<file path="src/rtl/ssp_pkg.sv">
// Shared SSP definitions: receive FSM states and clocking constants used by
// the receive and transmit paths.
package ssp_pkg;

  typedef enum logic [1:0] {
    IDLE  = 2'd0,
    ARMED = 2'd1,
    SHIFT = 2'd2
  } ssp_state_e;

  localparam int SSP_DEFAULT_WIDTH = 8;
  // sspclkin runs at pclk / SSP_CLK_DIV
  localparam int SSP_CLK_DIV       = 2;

endpackage

</file>
<file path="src/rtl/ssp_receiver_if.sv">
// RX FIFO write port of the SSP receiver: write strobe and data toward the
// FIFO, full status back from it.
interface ssp_receiver_if #(
  parameter int WIDTH = 8
);

  logic             rxfifo_full;
  logic             rxfifo_wr;
  logic [WIDTH-1:0] rxdata;

  modport master (
    input  rxfifo_full,
    output rxfifo_wr,
    output rxdata
  );

  modport slave (
    output rxfifo_full,
    input  rxfifo_wr,
    input  rxdata
  );

endinterface

</file>
<file path="src/rtl/ssp_edge_det.sv">
// Registers the pclk-derived serial clock and produces one-pclk rise/fall
// pulses; shared by the SSP receive and transmit paths.
module ssp_edge_det (
  input  logic pclk,
  input  logic clear,
  input  logic sclk,
  output logic sclk_q,
  output logic rise,
  output logic fall
);

  logic sclk_q_r;

  // one-cycle delayed copy of the serial clock
  always_ff @(posedge pclk) begin
    if (!clear) begin
      sclk_q_r <= 1'b0;
    end else begin
      sclk_q_r <= sclk;
    end
  end

  assign sclk_q = sclk_q_r;
  assign rise   = ~sclk_q_r & sclk;
  assign fall   = sclk_q_r & ~sclk;

endmodule

</file>
<file path="src/rtl/ssp_receiver.sv">
// SSP receive front end: deserialises MSB-first frames on sspclkin falling
// edges and pushes each complete word into the RX FIFO, flagging overruns.
module ssp_receiver
  import ssp_pkg::*;
#(
  parameter int WIDTH = SSP_DEFAULT_WIDTH,
  parameter int CNTW  = $clog2(WIDTH + 1)
) (
  input  logic                 pclk,
  input  logic                 clear,
  input  logic                 sspclkin,
  input  logic                 sspfssin,
  input  logic                 ssprxd,
  input  logic                 ror_clr,
  output logic                 ssprorintr,
  output logic                 rx_busy,
  ssp_receiver_if.master       fifo
);

  localparam logic [CNTW-1:0] LAST_BIT = CNTW'(WIDTH - 1);

  ssp_state_e       state_r;
  ssp_state_e       state_nxt_s;
  logic [WIDTH-1:0] shift_r;
  logic [WIDTH-1:0] shift_nxt_s;
  logic [CNTW-1:0]  cnt_r;
  logic [CNTW-1:0]  cnt_nxt_s;
  logic [WIDTH-1:0] word_s;
  logic             latch_s;
  logic [WIDTH-1:0] rxdata_r;
  logic             push_pend_r;
  logic             rxfifo_wr_r;
  logic             ror_r;
  logic             sclk_q_unused_s;
  logic             sclk_rise_unused_s;
  logic             sclk_fall_s;

  ssp_edge_det u_edge_det (
    .pclk   (pclk),
    .clear  (clear),
    .sclk   (sspclkin),
    .sclk_q (sclk_q_unused_s),
    .rise   (sclk_rise_unused_s),
    .fall   (sclk_fall_s)
  );

  // shift register already holds the upper bits; append the current sample
  assign word_s = {shift_r[WIDTH-2:0], ssprxd};

  // next-state, shift and bit-count logic; everything advances only on a fall
  always_comb begin
    state_nxt_s = state_r;
    shift_nxt_s = shift_r;
    cnt_nxt_s   = cnt_r;
    latch_s     = 1'b0;
    if (sclk_fall_s) begin
      case (state_r)
        IDLE: begin
          if (sspfssin) begin
            state_nxt_s = ARMED;
          end else begin
            state_nxt_s = IDLE;
          end
        end
        ARMED: begin
          if (sspfssin) begin
            state_nxt_s = ARMED;
          end else begin
            shift_nxt_s = {{(WIDTH-1){1'b0}}, ssprxd};
            cnt_nxt_s   = CNTW'(1);
            state_nxt_s = SHIFT;
          end
        end
        SHIFT: begin
          if (cnt_r == LAST_BIT) begin
            latch_s     = 1'b1;
            shift_nxt_s = {WIDTH{1'b0}};
            cnt_nxt_s   = {CNTW{1'b0}};
            state_nxt_s = sspfssin ? ARMED : IDLE;
          end else if (sspfssin) begin
            // frame sync inside a word: drop the partial word and re-arm
            shift_nxt_s = {WIDTH{1'b0}};
            cnt_nxt_s   = {CNTW{1'b0}};
            state_nxt_s = ARMED;
          end else begin
            shift_nxt_s = word_s;
            cnt_nxt_s   = cnt_r + CNTW'(1);
            state_nxt_s = SHIFT;
          end
        end
        default: begin
          shift_nxt_s = {WIDTH{1'b0}};
          cnt_nxt_s   = {CNTW{1'b0}};
          state_nxt_s = IDLE;
        end
      endcase
    end else begin
      state_nxt_s = state_r;
    end
  end

  // FSM state, shift register and bit counter
  always_ff @(posedge pclk) begin
    if (!clear) begin
      state_r <= IDLE;
      shift_r <= {WIDTH{1'b0}};
      cnt_r   <= {CNTW{1'b0}};
    end else begin
      state_r <= state_nxt_s;
      shift_r <= shift_nxt_s;
      cnt_r   <= cnt_nxt_s;
    end
  end

  // word capture, FIFO push one cycle later, sticky overrun (set beats clear)
  always_ff @(posedge pclk) begin
    if (!clear) begin
      rxdata_r    <= {WIDTH{1'b0}};
      push_pend_r <= 1'b0;
      rxfifo_wr_r <= 1'b0;
      ror_r       <= 1'b0;
    end else begin
      rxdata_r    <= latch_s ? word_s : rxdata_r;
      push_pend_r <= latch_s;
      rxfifo_wr_r <= push_pend_r & ~fifo.rxfifo_full;
      if (push_pend_r && fifo.rxfifo_full) begin
        ror_r <= 1'b1;
      end else if (ror_clr) begin
        ror_r <= 1'b0;
      end else begin
        ror_r <= ror_r;
      end
    end
  end

  assign fifo.rxfifo_wr = rxfifo_wr_r;
  assign fifo.rxdata    = rxdata_r;
  assign ssprorintr     = ror_r;
  assign rx_busy        = (state_r != IDLE);

endmodule

</file>
<file path="src/flat_wrapper.sv">
// flat-port wrapper written by rule: the top's interface ports become plain ports
module ssp_receiver_flat import ssp_pkg::*;
#(
  parameter int WIDTH = SSP_DEFAULT_WIDTH,
  parameter int CNTW  = $clog2(WIDTH + 1)
)
  (pclk, clear, sspclkin, sspfssin, ssprxd, ror_clr, ssprorintr, rx_busy, fifo_rxfifo_full, fifo_rxfifo_wr, fifo_rxdata);
  ssp_receiver_if #(.WIDTH(WIDTH)) fifo_i ();
  input  logic pclk;
  input  logic clear;
  input  logic sspclkin;
  input  logic sspfssin;
  input  logic ssprxd;
  input  logic ror_clr;
  output logic ssprorintr;
  output logic rx_busy;
  input wire logic [$bits(fifo_i.rxfifo_full)-1:0] fifo_rxfifo_full;
  output wire logic [$bits(fifo_i.rxfifo_wr)-1:0] fifo_rxfifo_wr;
  output wire logic [$bits(fifo_i.rxdata)-1:0] fifo_rxdata;
  assign fifo_i.rxfifo_full = fifo_rxfifo_full;
  assign fifo_rxfifo_wr = fifo_i.rxfifo_wr;
  assign fifo_rxdata = fifo_i.rxdata;
  ssp_receiver #(.WIDTH(WIDTH), .CNTW(CNTW)) u_core (.pclk(pclk), .clear(clear), .sspclkin(sspclkin), .sspfssin(sspfssin), .ssprxd(ssprxd), .ror_clr(ror_clr), .ssprorintr(ssprorintr), .rx_busy(rx_busy), .fifo(fifo_i));
endmodule
</file>
<file path="config.mk">
export PLATFORM = sky130hd
export DESIGN_NAME = ssp_receiver_flat
export DESIGN_NICKNAME = d
export VERILOG_FILES = /design/src/rtl/ssp_pkg.sv /design/src/rtl/ssp_receiver_if.sv /design/src/rtl/ssp_edge_det.sv /design/src/rtl/ssp_receiver.sv /design/src/flat_wrapper.sv
export SDC_FILE = /design/constraint.sdc
export NUM_CORES = 1
export LEC_CHECK = 0
export BUFFER_PORTS_ARGS = -buffer_cell sky130_fd_sc_hd__buf_2
export CAP_MARGIN = 20
export CORE_MARGIN = 2
export CORE_UTILIZATION = 39
export CTS_BUF_LIST = sky130_fd_sc_hd__clkbuf_8
export DETAILED_ROUTE_END_ITERATION = 6
export HOLD_SLACK_MARGIN = 0.15
export SLEW_MARGIN = 15
export SYNTH_ARGS = -nofsm -noshare
export SYNTH_HDL_FRONTEND = slang
export SYNTH_SLANG_ARGS = --single-unit
</file>
<file path="constraint.sdc">
create_clock -name pclk -period 3.7 [get_ports pclk]
set_input_delay 0.37 -clock pclk [delete_from_list [all_inputs] [get_ports pclk]]
set_output_delay 0.37 -clock pclk [all_outputs]
set_load 0.005 [all_outputs]
</file>
==> metrics.txt, run 1 <==
status=finished, final reports clean; Min-Delay Path Class=input pin to flop; DRT Pass-1 Iters=4; die height=57.8 um; CP Cell Sequence=ha_1 > and3b_2 > and4b_1 > mux2i_1 > nor2b_1; global-route wire length before repair=3950 um; yosys warns=0; setup_tns=0 ns; IO Port Bufs=17; synthesized area=1130 um^2; Syn Area/Cell=9.48 um^2; worst slack, placed=1.88 ns; post-synthesis register bit count=25; Reg power frac=61.0%; Internal=0.353 mW; total of fill cells in the finished design=281; WP buf/inv=0; Hold-fix buffers, CTS=0; max_slew headroom=65.2%; PD cells=351 nW/um^2; Worst-Margin Slew=0.520 ns; postcts setup bufs=0; Top delay family on crit path=simple AND/OR/NAND/NOR gates; routed vias/inst=5.27; setup skew after layout=0.00811 ns; vias in the first global route=882; GRT Total Usage=14.9%; WL/cell=13.1 um; die footprint=3340 um^2; grt ovf=0; period utilization=49.7%; DR vias=870; max-cap violation count=0; DRC viols=0; Switch Pwr=0.0912 mW; area of the multi-input gates=584 um^2; pins over their slew limit=0; setup violators final=0; Antenna Violating Nets Remaining=0; maximum VDD drop=0.340 mV; Crit Path Max Fanout=9; HPWL Detailed=1530 um; final WL=2150 um; Area Growth Syn to Fin=12.1%; total CTS buffers=3; Switching Share=20.6%; Final GP Congestion=0.786; Max stage delay cell, worst path=and4b_1; clk root buf=clkbuf_8; critical path data arrival time=1.99 ns; layout cells sized above 1=16.4%; clock sinks=25; crit end category=flop; Ports=18; critical path type=flop to flop; CP Launch Type=flop; clock-pin slew on the worst setup and hold paths=0.09 ns; Yosys cell types=31; Initial Util=40.9%; CTS resizes=0; clock group share of total power=34.9%; CTS tree=yes; Fin. Hold Viols=0; Leakage=0.492 nW; clk buf depth=2; synthesized net count=131; H-tree Lvls=1; antenna diode count=0; Max Freq=0.544 GHz; core footprint=2760 um^2; Tmin final=1.84 ns; initial antenna violation count=0; RSZ-0062 raised after global routing=no; area taken by flip-flops and latches=500 um^2; Iter 0 DRT Violations=18; die width=57.8 um; worst setup margin=1.86 ns; register area share after synthesis=44.3%; Worst-Skew Late Latency=0.26 ns; Post-Synthesis Cells=119; combinational power share=4.1%; largest net degree at the start of global routing=29; Rows=19; Nets=147; max incr delay on CP=0.52 ns; WP data required=3.86 ns
power by group through the flow:
stage | Clock (mW) | Combinational (mW) | Sequential [mW]
detailed placement | 0 | 0.0183 | 0.277
global placement | 0 | 0.0179 | 0.277
CTS | 0.160 | 0.0184 | 0.271
floorplan | 0 | 0.0125 | 0.277
finish | 0.155 | 0.0183 | 0.270
global route | 0.170 | 0.0204 | 0.271
cells in the mapped netlist (all sizes together):
| cell | n | area share (%) |
|---|---|---|
| a21boi | 10 | 6.7 |
| nor4b | 1 | 0.78 |
| and2 | 2 | 1.1 |
| mux2i | 8 | 7.1 |
| o21ai | 2 | 0.89 |
| a21oi | 1 | 0.44 |
| nor3 | 3 | 1.3 |
| dfxtp | 25 | 44 |
| o22ai | 1 | 0.55 |
| buf | 2 | 1.4 |
| nor3b | 2 | 2.3 |
| nor2b | 9 | 5.0 |
| nor4bb | 1 | 0.89 |
| nor2 | 4 | 1.3 |
| a31oi | 1 | 0.55 |
| o211ai | 1 | 0.67 |
| clkbuf | 4 | 1.4 |
| inv | 3 | 1.0 |
| nand3b | 3 | 2.0 |
| o2111ai | 2 | 1.6 |
| and3b | 2 | 1.7 |
| nand3 | 9 | 4.0 |
| nand2b | 4 | 2.2 |
| nand2 | 13 | 4.3 |
| and4b | 1 | 0.89 |
| ha | 5 | 5.5 |
metrics by stage:
step	hold slack [ns]	total power [mW]	util [%]	cell area [um^2]	instances
after CTS	0.326	0.449	45.9	1260	165
after global placement	0.441	0.295	44.2	1220	161
final	0.328	0.444	45.9	1260	165
after global routing	0.334	0.461	45.9	1260	165
after floorplan	0.430	0.289	-	1130	119
after detailed placement	0.462	0.295	44.2	1220	161
cells in the final DEF, fill, tap and decap left out, types with 3 or more instances in the layout:
cell type   n
nand2_1    13
nor3_1      3
a21boi_1    8
inv_1       4
nand3b_1    3
nand2b_1    4
buf_2      17
ha_1        5
nor2_1      4
mux2i_1     8
dfxtp_1    25
clkbuf_8    3
nor2b_1     9
nand3_1     9
state kept, by name, indices dropped and copies added, names as in the netlist:
| register | count |
|---|---|
| u_core.cnt_r | 4 |
| u_core.fifo.rxdata | 8 |
| u_core.fifo.rxfifo_wr | 1 |
| u_core.push_pend_r | 1 |
| u_core.shift_r | 7 |
| u_core.ssprorintr | 1 |
| u_core.state_r | 2 |
| u_core.u_edge_det.sclk_q | 1 |
worst register-to-register path: cells and delay by family, from the launching register on:
kind	cells	cell delay, ns
simple gates	3	0.82
mux	1	0.25
flops	1	0.42
fa+ha+maj	1	0.25
layout make-up:
type                    instances  share of cell area [%]
repair buffers                 17                    6.73
clock inverters                 1                   0.297
well taps                      31                    3.07
flip-flops and latches         25                    39.6
clock buffers                   3                    3.26
multi-input cells              85                    46.2
inverters                       3                   0.890
cells by family after synthesis:
logic type | Yosys count | synth area share, %
adder cells (fa/ha/maj) | 5 | 5.54
multiplexers | 8 | 7.10
flip-flops | 25 | 44.3
AO/OA/AOI/OAI | 18 | 11.3
AND/OR/NAND/NOR | 54 | 27.8
buffers and inverters | 9 | 3.88
final timing paths:
kind	start	endpoint	slack [ns]	depth (start not counted)
worst max-delay path	u_core.cnt_r[0]$_SDFFE_PN0P_	u_core.fifo.rxdata[6]$_SDFFE_PN0P_	1.86	5
worst min-delay path	sspclkin	u_core.u_edge_det.sclk_q$_SDFF_PN0_	0.33	2
worst max register to register	u_core.cnt_r[0]$_SDFFE_PN0P_	u_core.fifo.rxdata[6]$_SDFFE_PN0P_	1.86	5
worst min register to register	u_core.shift_r[4]$_SDFFE_PN0P_	u_core.shift_r[4]$_SDFFE_PN0P_	0.47	2
layer usage:
layer,track usage (%),vias to the layer above,part of all wire [%]
met1,19.1,409,49
met4,2.99,0,0.60
met2,25.3,17,46
met5,0,-,0
li1,-,442,-
met3,4.02,2,4.3
No activity file was read; power rests on OpenSTA's default activity.
==> run 2, diff against run 1 <==
--- a/config.mk
+++ b/config.mk
@@ -5,6 +5,7 @@
 export SDC_FILE = /design/constraint.sdc
 export NUM_CORES = 1
 export LEC_CHECK = 0
+export ABC_AREA = 1
 export BUFFER_PORTS_ARGS = -buffer_cell sky130_fd_sc_hd__buf_2
 export CAP_MARGIN = 20
 export CORE_MARGIN = 2
==> constraint.sdc (replaced) <==
create_clock -name pclk -period 1.9 [get_ports pclk]
set_input_delay 0.19 -clock pclk [delete_from_list [all_inputs] [get_ports pclk]]
set_output_delay 0.19 -clock pclk [all_outputs]
set_load 0.005 [all_outputs]
==> run 2 against run 1 <==
Effect of this change:
- combinational power grew 110%
- sequential cell count stayed put
- via count is 4.4% higher
- global-route usage decreased by 1.4 points
- area after synthesis down 7.5%
- clock power rose by 100%
- cell area shrank 3.0%
- sequential share of layout area up 1.2 points
==> metrics.txt, run 2 <==
RSZ-0062 raised after global routing=no; final instance area=1230 um^2; worst slack, placed=0.366 ns; Final GP Congestion=0.768; critical path data arrival time=1.73 ns; Worst-Margin Slew=0.432 ns; most frequent cells in the layout=nand2_1, dfxtp_1, nor2_1, buf_2, nand3_1; worst setup margin=0.364 ns; IO Port Bufs=17; GRT Total Usage=13.5%; area of the multi-input gates=479 um^2; Async SR Flop Fraction=0%; setup_tns=0 ns; final WL=1930 um; Main synth FF type=dfxtp_1; Tmin final=1.54 ns; initial antenna violation count=0; register area share after synthesis=48.0%; worst hold margin=0.166 ns; H-tree Lvls=1; Nets=172; Ports=18; synthesized net count=150; clock-pin slew on the worst setup and hold paths=0.09 ns; crit end category=flop; Rows=18; Worst-Skew Late Latency=0.26 ns; total power=0.879 mW; dpl cells=183; CTS resizes=0; DR vias=908; area taken by flip-flops and latches=500 um^2; CTS tree=yes; total CTS buffers=3; critical path type=flop to flop; number of flops mapped to enable cells by yosys=0; clk buf depth=2; top post-synthesis cells by area=dfxtp_1, nand2_1, nor2_1; Synth top area share=48.0%; grt ovf=0; Post-synth top cells=nand2_1, dfxtp_1, nor2_1; Syn Area/Cell=7.56 um^2; Initial Util=41.7%; global-route wire length before repair=3410 um; fin util=49.1%; die height=55.7 um; vias in the first global route=811; max_slew headroom=71.1%; Crit Path Max Fanout=10; Fin. Hold Viols=0; HPWL Detailed=1480 um; die footprint=3110 um^2; max-cap violation count=0; routed vias/inst=4.80; Largest register FFs=8; total of fill cells in the finished design=251; final non-filler cell total=189; Yosys cell types=15; CP Launch Type=flop; Leakage=0.537 nW; layout cells sized above 1=17.0%; pins over their slew limit=0; DP Area=1160 um^2; antenna diode count=0; Area Growth Syn to Fin=17.6%; PD cells=716 nW/um^2; die width=55.7 um; commonest non-fill, non-tap cell in the layout=nand2_1; Iter 0 DRT Violations=19; DRC viols=0; WL/cell=10.2 um; Antenna Violating Nets Remaining=0; WP data required=2.10 ns; clk root buf=clkbuf_8; Min-Delay Path Class=input pin to flop; maximum VDD drop=0.323 mV; clock sinks=25; DRT Pass-1 Iters=4; largest net degree at the start of global routing=16; most common cell in the netlist=nand2_1; yosys warns=0; post-synthesis register bit count=25; synthesized area=1040 um^2; setup violators final=0; Yosys top cell by area=dfxtp_1; core footprint=2500 um^2; Max Freq=0.651 GHz; status=finished, final reports clean; setup skew after layout=0.00631 ns; Post-Synthesis Cells=138; period utilization=80.8%
==> run 2: cell count changes after synthesis, moves of 3 or more <==
cell,change
nand2b_1,-4
nor2_1,+19
a21oi_1,+13
nor3_1,-3
inv_2,+3
mux2i_1,-8
nand3_1,+6
nand2_1,+13
inv_1,+9
a21boi_1,-8
o21ai_0,+6
nor2b_1,-9
==> run 2: repair_timing <==
item | in CTS | in global routing
setup endpoints to repair | 0 | 0
endpoints found under the hold margin | 2 | 0
hold buffers | 2 | 0
setup buffers | 0 | 0
==> run 2: per-layer routing <==
layer  vias up  share of wire [%]  GRT usage (%)
li1        485                  -              -
met5         -                  0              0
met3         2                3.1           2.09
met1       411                 49           17.0
met4         0               0.52           4.18
met2        10                 48           23.6
==> run 2: cells by family after synthesis <==
group / Yosys count / synth area share (%)
compound gates: 22 / 10.6
fa+ha+maj: 5 / 6.00
buf+inv: 17 / 6.11
flops: 25 / 48.0
simple gates: 69 / 29.4
==> run 2: final timing paths <==
check                           depth (start not counted)                           start  slack, ns                               end
worst min-delay path                                    4                         ror_clr       0.17    u_core.ssprorintr$_SDFFE_PN0P_
worst max register to register                          6  u_core.state_r[0]$_SDFFE_PN0P_       0.36    u_core.shift_r[1]$_SDFFE_PN0P_
worst min register to register                          2   u_core.push_pend_r$_SDFF_PN0_       0.44  u_core.fifo.rxfifo_wr$_SDFF_PN0_
worst max-delay path                                    6  u_core.state_r[0]$_SDFFE_PN0P_       0.36    u_core.shift_r[1]$_SDFFE_PN0P_
==> run 2: critical path: stages (launching register included) <==
cell	delay (ns)
dfxtp_1	0.39
inv_1	0.08
ha_1	0.29
inv_1	0.06
nor3_4	0.37
nand3_1	0.13
a21oi_1	0.14
==> run 2: where the power goes <==
part	switching (mW)	leakage, nW	total [mW]	internal [mW]
Clock	0.166	0.0217	0.314	0.148
Sequential	0.00169	0.202	0.527	0.525
Combinational	0.0234	0.314	0.0378	0.0144
==> run 2: final cells by class <==
cell class,count,share of cell area (%)
flip-flops and latches,25,40.8
repair buffers,19,8.56
clock inverters,1,0.612
clock buffers,3,3.36
inverters,15,4.59
multi-input cells,96,39.0
well taps,30,3.06
==> run 3, diff against run 2 <==
--- a/config.mk
+++ b/config.mk
@@ -5,7 +5,7 @@
 export SDC_FILE = /design/constraint.sdc
 export NUM_CORES = 1
 export LEC_CHECK = 0
-export ABC_AREA = 1
+export ABC_AREA = 0
 export BUFFER_PORTS_ARGS = -buffer_cell sky130_fd_sc_hd__buf_2
 export CAP_MARGIN = 20
 export CORE_MARGIN = 2
==> constraint.sdc (replaced) <==
create_clock -name pclk -period 1.4 [get_ports pclk]
set_input_delay 0.14 -clock pclk [delete_from_list [all_inputs] [get_ports pclk]]
set_output_delay 0.14 -clock pclk [all_outputs]
set_load 0.005 [all_outputs]
==> run 3 against run 2 <==
Effect of this change:
- the run now ends with setup timing left
- cell area increased by 24%
- register-to-register slack worse by 0.42 ns
- core utilization increased by 6.2 points
- total power is 37% higher
- non-clock buffer count grew 16
- critical path depth is the same
- wire length rose by 25%
- clock power up 33%
- critical path type unchanged
==> metrics.txt, run 3 (synthesis results as in run 1) <==
status=finished with violations; failing checks=setup timing; routed vias/inst=5.16; die width=57.8 um; PD cells=788 nW/um^2; layout cells sized above 1=41.4%; setup skew after layout=0.00258 ns; grt ovf=0; Worst-Margin Slew=0.402 ns; GRT Total Usage=15.2%; worst setup margin=-0.0607 ns; largest net degree at the start of global routing=24; maximum VDD drop=0.496 mV; worst hold margin=0.157 ns; WL/cell=13.2 um; total CTS buffers=3; CP Launch Type=flop; DR vias=944; Switch Pwr=0.254 mW; Nets=165; global-route wire length before repair=4000 um; combinational power share=5.7%; CTS tree=yes; worst min-delay path startpoint=fifo_rxfifo_full; max_slew headroom=73.2%; setup violators final=9; Ports=18; clk buf depth=2; worst slack, placed=-0.0766 ns; DRC viols=0; most frequent cells in the layout=dfxtp_1, buf_2, nand2_1, buf_4, nor2b_1; commonest non-fill, non-tap cell in the layout=dfxtp_1; H-tree Lvls=1; vias in the first global route=904; Rows=19; IO Port Bufs=17; core footprint=2760 um^2; Worst-Skew Late Latency=0.26 ns; RSZ-0062 raised after global routing=yes; worst hold stages=3; Antenna Violating Nets Remaining=0; final WL=2410 um; Reg power frac=59.5%; critical path type=flop to flop; HPWL Detailed=1650 um; critical path data arrival time=1.62 ns; max-cap violation count=0; Largest register FFs=8; die height=57.8 um; clock group share of total power=34.9%; Internal=0.949 mW; Final GP Congestion=0.741; initial antenna violation count=0; clock sinks=25; clk root buf=clkbuf_8; Max Freq=0.685 GHz; Min-Delay Path Class=input pin to flop; die footprint=3340 um^2; pins over their slew limit=0; Crit Path Max Fanout=5; Initial Util=40.9%; Leakage=0.599 nW; Worst R2R Path Depth=6; WP data required=1.56 ns; hold endpoint=u_core.ssprorintr$_SDFFE_PN0P_; Reg-to-Reg Start=u_core.cnt_r[1]$_SDFFE_PN0P_; Fin. Hold Viols=0; Tmin final=1.46 ns; period utilization=104%; Area Growth Syn to Fin=35.1%; Reg2Reg Setup Slack=-0.06 ns; antenna diode count=0; Iter 0 DRT Violations=27; DRT Pass-1 Iters=4; Switching Share=21.1%; crit end category=flop; clock-pin slew on the worst setup and hold paths=0.09 ns; worst reg2reg endpoint=u_core.fifo.rxdata[2]$_SDFFE_PN0P_; setup_tns=-0.261 ns
[run 3: cell count changes in the layout (fill, tap and decap cells not counted), moves of 9 or more]
cell | before | now
a21oi_1 | 14 | 1
buf_4 | 0 | 12
inv_1 | 12 | 1
nand2_1 | 26 | 12
nand3_1 | 15 | 3
nor2_1 | 23 | 2
nor2b_1 | 0 | 9
[run 3: timing repair]
item	in CTS	in global routing
hold endpoints to repair	1	1
pin swaps	0	16
buffers inserted	0	2
hold buffers	1	1
gates resized for setup	5	22
setup endpoints to repair	19	22
[run 3: per-layer routing]
layer  track usage (%)  wire [um]  vias to the layer above
li1                  -          -                      474
met4              4.98         16                        0
met3              2.68         75                        2
met5                 0          0                        -
met2              25.5       1190                       13
met1              19.9       1130                      455
[run 3: per-stage QoR]
stage | std cells | util, % | power [mW] | instance area (um^2)
final | 183 | 55.3 | 1.20 | 1530
after global routing | 183 | 55.3 | 1.26 | 1530
after CTS | 180 | 51.1 | 1.21 | 1410
after detailed placement | 175 | 48.6 | 0.784 | 1340
after global placement | 175 | 48.6 | 0.783 | 1340
after floorplan | 119 | - | 0.764 | 1140
[run 3: worst max-delay path, cell delays in order, from the launching register on]
cell     delay [ns]
dfxtp_2        0.36
ha_4           0.13
and3b_2        0.20
and4b_2        0.27
buf_6          0.14
mux2i_1        0.19
nor2b_1        0.07
[run 3: layout make-up]
type                    count  area (um^2)
clock buffers               3         41.3
clock inverters             1         5.00
fillers                   266         1230
inverters                   3         11.3
multi-input cells          85          683
flip-flops and latches     25          505
well taps                  31         38.8
repair buffers             35          240
[run 3: worst max-delay path by stage]
stage               cells past startpoint                           start                            endpoint
floorplan                               6  u_core.state_r[0]$_SDFFE_PN0P_        u_core.cnt_r[1]$_SDFFE_PN0P_
global placement                        6    u_core.cnt_r[1]$_SDFFE_PN0P_  u_core.fifo.rxdata[4]$_SDFFE_PN0P_
detailed placement                      6    u_core.cnt_r[1]$_SDFFE_PN0P_  u_core.fifo.rxdata[2]$_SDFFE_PN0P_
CTS                                     6    u_core.cnt_r[1]$_SDFFE_PN0P_  u_core.fifo.rxdata[2]$_SDFFE_PN0P_
global route                            6    u_core.cnt_r[1]$_SDFFE_PN0P_  u_core.fifo.rxdata[2]$_SDFFE_PN0P_
finish                                  6    u_core.cnt_r[1]$_SDFFE_PN0P_  u_core.fifo.rxdata[2]$_SDFFE_PN0P_
[run 3: power groups by stage]
stage | Sequential [mW] | Combinational, mW | Clock, mW
final | 0.715 | 0.0685 | 0.419
after global routing | 0.715 | 0.0739 | 0.471
after CTS | 0.715 | 0.0562 | 0.435
after detailed placement | 0.731 | 0.0527 | 0
after global placement | 0.731 | 0.0522 | 0
after floorplan | 0.731 | 0.0331 | 0
